<file path="src/rtl/dds_spi_master_if.sv">
// dds_spi_master_if: request handshake and DDS pin bundle for dds_spi_master.
// Read-back ports (AD_SDO, RDATA) exist only when DDS_SPI_READ_EN is defined.
interface dds_spi_master_if #(
    parameter int MAX_BYTES = 8
);
    localparam int LW = $clog2(MAX_BYTES + 1);
    logic                   VALID;
    logic                   READY;
    logic [7:0]             INSTR;
    logic [8*MAX_BYTES-1:0] DATA;
    logic [LW-1:0]          LEN;
    logic                   UPD;
    logic                   DONE;
    logic                   AD_CS;
    logic                   AD_SCLK;
    logic                   AD_SDIO0;
    logic                   AD_UPDATE;
`ifdef DDS_SPI_READ_EN
    logic                   AD_SDO;
    logic [8*MAX_BYTES-1:0] RDATA;
    modport master (
        input  VALID, INSTR, DATA, LEN, UPD, AD_SDO,
        output READY, DONE, AD_CS, AD_SCLK, AD_SDIO0, AD_UPDATE, RDATA
    );
    modport slave (
        output VALID, INSTR, DATA, LEN, UPD, AD_SDO,
        input  READY, DONE, AD_CS, AD_SCLK, AD_SDIO0, AD_UPDATE, RDATA
    );
`else
    modport master (
        input  VALID, INSTR, DATA, LEN, UPD,
        output READY, DONE, AD_CS, AD_SCLK, AD_SDIO0, AD_UPDATE
    );
    modport slave (
        output VALID, INSTR, DATA, LEN, UPD,
        input  READY, DONE, AD_CS, AD_SCLK, AD_SDIO0, AD_UPDATE
    );
`endif
endinterface

</file>
<file path="src/rtl/dds_spi_master.sv">
// dds_spi_master: AD99xx serial-port master, instruction byte + LEN data bytes MSB-first,
// optional IO_UPDATE pulse. Define DDS_SPI_READ_EN to enable read-back via AD_SDO/RDATA.
module dds_spi_master #(
    parameter int CLK_DIV   = 2,
    parameter int MAX_BYTES = 8,
    parameter int UPDATE_W  = 4
) (
    input logic CLK,
    input logic RESET,
    dds_spi_master_if.master bus
);
    localparam int LW = $clog2(MAX_BYTES + 1);
    localparam int BW = $clog2(8 * MAX_BYTES + 8);
    localparam int PW = CLK_DIV > 1 ? $clog2(CLK_DIV) : 1;
    localparam int UW = UPDATE_W > 1 ? $clog2(UPDATE_W) : 1;
    localparam int DW = 8 * MAX_BYTES;
    localparam int SW = 8 + DW;

    typedef enum logic [2:0] {IDLE, SHIFT, HOLD, CS_UP, UPDATE, FIN} state_t;

    state_t        state;
    logic          ready, done, cs, sclk, sdio, upd_pulse, upd_q, rd_q;
    logic [PW-1:0] ph;
    logic [UW-1:0] uc;
    logic [BW-1:0] bit_cnt, last_bit;
    logic [SW-1:0] sh, frame;
    logic [LW-1:0] len_c;
    logic [7:0]    instr_w;
    logic          accept, ph_end;

    // Clamp LEN and left-align the frame so the first bit to send is the MSB.
    always_comb begin
        len_c   = (bus.LEN > LW'(MAX_BYTES)) ? LW'(MAX_BYTES) : bus.LEN;
`ifdef DDS_SPI_READ_EN
        instr_w = bus.INSTR;
`else
        instr_w = {1'b0, bus.INSTR[6:0]};
`endif
        frame   = {instr_w, bus.DATA << (8 * (MAX_BYTES - int'(len_c)))};
        accept  = ready & bus.VALID;
        ph_end  = ph == PW'(CLK_DIV - 1);
    end

    // Transaction FSM: accept, shift bits, hold, optional IO_UPDATE, done.
    always_ff @(posedge CLK or posedge RESET) begin
        if (RESET) begin
            state     <= IDLE;
            ready     <= 1'b0;
            done      <= 1'b0;
            cs        <= 1'b1;
            sclk      <= 1'b0;
            sdio      <= 1'b0;
            upd_pulse <= 1'b0;
            upd_q     <= 1'b0;
            rd_q      <= 1'b0;
            ph        <= '0;
            uc        <= '0;
            bit_cnt   <= '0;
            last_bit  <= '0;
            sh        <= '0;
        end else begin
            done <= 1'b0;
            case (state)
                IDLE, FIN: begin
                    if (accept) begin
                        state    <= SHIFT;
                        ready    <= 1'b0;
                        cs       <= 1'b0;
                        sclk     <= 1'b0;
                        ph       <= '0;
                        bit_cnt  <= '0;
                        sh       <= frame;
                        sdio     <= frame[SW-1];
                        last_bit <= {len_c, 3'b111};
                        upd_q    <= bus.UPD;
                        rd_q     <= instr_w[7];
                    end else begin
                        state <= IDLE;
                        ready <= 1'b1;
                    end
                end
                SHIFT: begin
                    if (ph_end) begin
                        ph   <= '0;
                        sclk <= ~sclk;
                        if (sclk) begin
                            if (bit_cnt == last_bit) begin
                                state <= HOLD;
                            end else begin
                                bit_cnt <= bit_cnt + 1'b1;
                                sh      <= sh << 1;
                                // Read frames keep SDIO0 low through the data phase.
                                sdio    <= (rd_q && bit_cnt >= BW'(7)) ? 1'b0 : sh[SW-2];
                            end
                        end
                    end else begin
                        ph <= ph + 1'b1;
                    end
                end
                HOLD: begin
                    if (ph_end) begin
                        ph    <= '0;
                        cs    <= 1'b1;
                        state <= CS_UP;
                    end else begin
                        ph <= ph + 1'b1;
                    end
                end
                CS_UP: begin
                    if (upd_q) begin
                        upd_pulse <= 1'b1;
                        uc        <= '0;
                        state     <= UPDATE;
                    end else begin
                        done  <= 1'b1;
                        ready <= 1'b1;
                        state <= FIN;
                    end
                end
                UPDATE: begin
                    if (uc == UW'(UPDATE_W - 1)) begin
                        upd_pulse <= 1'b0;
                        done      <= 1'b1;
                        ready     <= 1'b1;
                        state     <= FIN;
                    end else begin
                        uc <= uc + 1'b1;
                    end
                end
                default: state <= IDLE;
            endcase
        end
    end

`ifdef DDS_SPI_READ_EN
    logic [DW-1:0] rdata;

    // Shift in AD_SDO in the last CLK of each low phase during read data bits.
    always_ff @(posedge CLK or posedge RESET) begin
        if (RESET)
            rdata <= '0;
        else if (accept)
            rdata <= '0;
        else if (state == SHIFT && !sclk && ph_end && rd_q && bit_cnt >= BW'(8))
            rdata <= {rdata[DW-2:0], bus.AD_SDO};
    end

    assign bus.RDATA = rdata;
`endif

    assign bus.READY     = ready;
    assign bus.DONE      = done;
    assign bus.AD_CS     = cs;
    assign bus.AD_SCLK   = sclk;
    assign bus.AD_SDIO0  = sdio;
    assign bus.AD_UPDATE = upd_pulse;
endmodule

</file>
<file path="src/flat_wrapper.sv">
// flat-port wrapper written by rule: the top's interface ports become plain ports
module dds_spi_master_flat 
#(
    parameter int CLK_DIV   = 2,
    parameter int MAX_BYTES = 8,
    parameter int UPDATE_W  = 4
)
  (CLK, RESET, bus_VALID, bus_INSTR, bus_DATA, bus_LEN, bus_UPD, bus_READY, bus_DONE, bus_AD_CS, bus_AD_SCLK, bus_AD_SDIO0, bus_AD_UPDATE);
  dds_spi_master_if #(.MAX_BYTES(MAX_BYTES)) bus_i ();
  input logic CLK;
  input logic RESET;
  input wire logic [$bits(bus_i.VALID)-1:0] bus_VALID;
  input wire logic [$bits(bus_i.INSTR)-1:0] bus_INSTR;
  input wire logic [$bits(bus_i.DATA)-1:0] bus_DATA;
  input wire logic [$bits(bus_i.LEN)-1:0] bus_LEN;
  input wire logic [$bits(bus_i.UPD)-1:0] bus_UPD;
  output wire logic [$bits(bus_i.READY)-1:0] bus_READY;
  output wire logic [$bits(bus_i.DONE)-1:0] bus_DONE;
  output wire logic [$bits(bus_i.AD_CS)-1:0] bus_AD_CS;
  output wire logic [$bits(bus_i.AD_SCLK)-1:0] bus_AD_SCLK;
  output wire logic [$bits(bus_i.AD_SDIO0)-1:0] bus_AD_SDIO0;
  output wire logic [$bits(bus_i.AD_UPDATE)-1:0] bus_AD_UPDATE;
  assign bus_i.VALID = bus_VALID;
  assign bus_i.INSTR = bus_INSTR;
  assign bus_i.DATA = bus_DATA;
  assign bus_i.LEN = bus_LEN;
  assign bus_i.UPD = bus_UPD;
  assign bus_READY = bus_i.READY;
  assign bus_DONE = bus_i.DONE;
  assign bus_AD_CS = bus_i.AD_CS;
  assign bus_AD_SCLK = bus_i.AD_SCLK;
  assign bus_AD_SDIO0 = bus_i.AD_SDIO0;
  assign bus_AD_UPDATE = bus_i.AD_UPDATE;
  dds_spi_master #(.CLK_DIV(CLK_DIV), .MAX_BYTES(MAX_BYTES), .UPDATE_W(UPDATE_W)) u_core (.CLK(CLK), .RESET(RESET), .bus(bus_i));
endmodule
</file>
<file path="config.mk">
export PLATFORM = sky130hd
export DESIGN_NAME = dds_spi_master_flat
export DESIGN_NICKNAME = d
export VERILOG_FILES = /design/src/rtl/dds_spi_master_if.sv /design/src/rtl/dds_spi_master.sv /design/src/flat_wrapper.sv
export SDC_FILE = /design/constraint.sdc
export NUM_CORES = 1
export LEC_CHECK = 0
export ABC_AREA = 1
export CORE_ASPECT_RATIO = 1.2
export CORE_MARGIN = 2
export CORE_UTILIZATION = 51
export CTS_CLUSTER_SIZE = 14
export DETAILED_ROUTE_END_ITERATION = 7
export GPL_TIMING_DRIVEN = 0
export MAX_ROUTING_LAYER = met4
export PLACE_DENSITY = 0.89
export SYNTH_ARGS = -nofsm -noshare
export SYNTH_HDL_FRONTEND = slang
export SYNTH_SLANG_ARGS = --single-unit
</file>
<file path="constraint.sdc">
create_clock -name CLK -period 3 [get_ports CLK]
set_input_delay 0.6 -clock CLK [delete_from_list [all_inputs] [get_ports CLK]]
set_output_delay 0.6 -clock CLK [all_outputs]
set_load 0.03 [all_outputs]
</file>
==> reports/metrics.yaml <==
run_status:
  status: "completed"
global_route:
  grt_pass1_vias: 7769
  antenna_found_initial: 0
  grt_pass1_wl_mm: 41.4
  overflow: 0
  track_usage_pct: 39.2
  grt_max_degree: 43
worst_setup_path:
  critPathLaunchType: "input port"
  critPathCaptureType: "register"
  path_max_fanout: 10
  cpMaxStageDelayCell: "clkdlybuf4s50_1"
  path_common_cell: "nand2_1"
  cpPeakStageDelay_ns: 0.50
  crit_chain: "clkdlybuf4s50_1 > nand2_1 > buf_4 > buf_6 > ha_2 > inv_1 > nand2_2 > buf_2 > nand2_1 > nand2_1 > nand3_1 > nand2_1 > o21ai_1 > nand2_1 > nand2_1 > nand2_1"
  cpLargestDelayFamily: "buffers and inverters"
  path_class: "input port to register"
  worst-path-buf-inv: 5
  critPathRequiredTime_ns: 3.26
  crit_arrival_ns: 3.19
yosys:
  ys_warn_count: 0
  yosys.area_share.simple_pct: 44.0
  synth.distinct_cells: 31
  synth_common_cells: "437 x nand2_1, 230 x nand3_1, 104 x inv_1"
  synth_edf_count: 0
  synth_xor_area_share_pct: 0.508
  synth_fa_ha_area_share_pct: 0.545
  synth_ff_type: "dfrtp_1"
  seq_area_frac_synth_pct: 34.9
  synthArstFlopShare_pct: 100
  yosysMostFrequentCell: "nand2_1"
  syn-num-nets: 1187
  synth.avg_cell_area_um2: 6.24
  syn-cell-area_um2: 6890
  synth-compound-area-share_pct: 8.35
  synth.top_cell.area_share_pct: 34.5
  netlist_top_cells_area: "dfrtp_1 34%, nand2_1 24%, nand3_1 17%"
  muxShareOfSynthArea_pct: 0
  syn_inst: 1104
  yosys.area.top_type: "dfrtp_1"
  synth_top_family_by_area: "simple AND/OR/NAND/NOR gates"
  ys_seq_elements: 96
detailed_routing:
  vias: 7960
  wl_met2_mm: 12.5
  viasPerCell: 5.79
  wl_met3_mm: 2.19
  top_layer: "met4"
  drt-total-wl_mm: 26.9
  drtIter0Drc: 885
  first_pass_iters: 7
  routedLengthMet1_mm: 10.3
  drc: 0
  ant_nets: 0
  avgRoutedWirePerCell_um: 19.5
die:
  die_x_um: 110
  fp-row-count: 46
  die_area_um2: 14500
  start_util_pct: 52.1
  die_h_um: 131
  io-pin-count: 86
  core-area_um2: 13200
placement:
  io_buffers: 84
  place_hpwl_mm: 20.8
  finalWeightedCongestion: 1.06
timing:
  min_period_ns: 2.94
  rsz0062_at_grt: "no"
  fin_setup_tns_ns: 0
  fin_crit_sh_pct: 97.8
  slew-limit-headroom_pct: 50.1
  max_freq_ghz: 0.341
  setup_violations: 0
  tightestPinTransition_ns: 0.749
  drv_slew: 0
  fin_skew_ns: 0.00799
  hold_viol_final: 0
  hold-worst-slack_ns: 0.476
cts:
  cts_max_level: 3
  clockBufferDepth: 2
  cts-root-buf: "clkbuf_16"
  numCtsBuffers: 9
  cts.sinks: 96
  cts_tree: "done"
  clk_pin_slew_ns: 0.08
  clock_latency_ns: 0.36
pwr:
  power_w: 0.00697
  vdd_drop_max_uv: 596
  leakage_nw: 4.28
  powerDensity_nw_per_um2: 836
cells_and_area:
  syn2layout_area_growth_pct: 21.0
  nNetsFinal: 1285
  drive_gt1_share_pct: 7.54
  diodes: 0
  fill_cells: 1243
flow_run:
  maxCapViolations: 0
hold_path:
  hp-class: "register to register"
-- registers in the layout, summed over array words and instances (netlist names) --
signal and count:
u_core.ph 1, u_core.last_bit 5, u_core.bit_cnt 7, u_core.bus.READY 1, u_core.bus.DONE 1, u_core.bus.AD_SCLK 1, u_core.uc 2, u_core.upd_q 1
u_core.bus.AD_SDIO0 1, u_core.bus.AD_CS 1, u_core.state 3, u_core.bus.AD_UPDATE 1, u_core.sh 71
-- power by group --
group / leakage [nW] / total [W] / internal [W] / switching (W)
registers: 1.21 / 0.00212 / 0.00184 / 0.000275
clock network: 0.141 / 0.00116 / 0.000590 / 0.000569
logic: 2.94 / 0.00370 / 0.00123 / 0.00246
-- stage by stage --
stage          std cells  util (%)  worst slack [ns]  cell area (µm²)
6_report            1375      63.0            0.0646             8340
4_1_cts             1375      62.9           0.00780             8330
5_1_grt             1375      63.0           0.00317             8340
3_5_place_dp        1358      60.3            -0.962             7990
3_3_place_gp        1356      60.0            -0.992             7950
2_1_floorplan       1104         -             0.579             6900
-- path summary, 6_finish.rpt --
kind | from | end | slack (ns) | cells past startpoint
min in group asynchronous | RESET | u_core.sh[65]$_DFFE_PP0P_ | 0.70 | 2
hold / removal | u_core.sh[17]$_DFFE_PP0P_ | u_core.sh[17]$_DFFE_PP0P_ | 0.48 | 2
max in group asynchronous | RESET | u_core.sh[16]$_DFFE_PP0P_ | 1.65 | 3
setup / recovery | bus_LEN[0] | u_core.sh[45]$_DFFE_PP0P_ | 0.06 | 16
setup reg to reg | u_core.state[1]$_DFFE_PP0P_ | u_core.sh[45]$_DFFE_PP0P_ | 0.86 | 11
hold reg to reg | u_core.sh[17]$_DFFE_PP0P_ | u_core.sh[17]$_DFFE_PP0P_ | 0.48 | 2
-- tightest hold or removal path, delay by kind of cell (launching register included) --
| family | cells | cell delay [ns] |
|---|---|---|
| flops | 1 | 0.35 |
| simple gates | 2 | 0.10 |
-- repair_timing --
item,CTS,global route
gates resized for setup,20,6
setup buffers,1,0
setup endpoints to repair,63,61
pin swaps,0,0
hold buffers,0,0
-- cell usage in the layout, fill, tap and decap left out, types with 2 or more instances in the layout --
master / instances
buf_12: 2
nor2_1: 20
ha_1: 2
clkbuf_16: 9
a21oi_1: 13
o22ai_1: 8
buf_2: 25
clkinv_1: 2
clkdlybuf4s50_1: 83
o211ai_1: 6
clkbuf_1: 17
or2_2: 2
buf_1: 2
o21ai_0: 43
nand2_1: 435
buf_6: 9
clkbuf_4: 2
nor3_1: 3
nand3_1: 230
clkinvlp_4: 3
nand2_2: 5
inv_1: 103
xor2_1: 4
o21ai_1: 35
inv_8: 2
clkinv_8: 2
dfrtp_1: 95
nand4_1: 11
a21oi_2: 2
buf_4: 12
clkbuf_2: 5
inv_2: 4
-- area by class of cell --
class | instances | area, µm² | share of cell area (%)
multi-input cells | 827 | 3700 | 44.3
flip-flops and latches | 96 | 2400 | 28.8
repair buffers | 87 | 891 | 10.7
plain buffers | 71 | 420 | 5.04
inverters | 110 | 417 | 4.99
clock buffers | 9 | 225 | 2.70
well taps | 168 | 210 | 2.52
clock inverters | 7 | 78.8 | 0.945
-- metal layers --
| layer | vias up | global-route usage [%] |
|---|---|---|
| met5 | - | - |
| met1 | 3661 | 47.0 |
| met4 | 0 | 25.0 |
| li1 | 3737 | - |
| met2 | 467 | 60.3 |
| met3 | 95 | 6.25 |
-- cell families after synthesis --
group / Yosys count
and+or+nand+nor: 711
buffers and inverters: 181
AOI/OAI and AO/OA: 109
DFF: 96
xor gates and xnor gates: 4
adders and majority gates: 3
(Power assumes the default switching activity.)
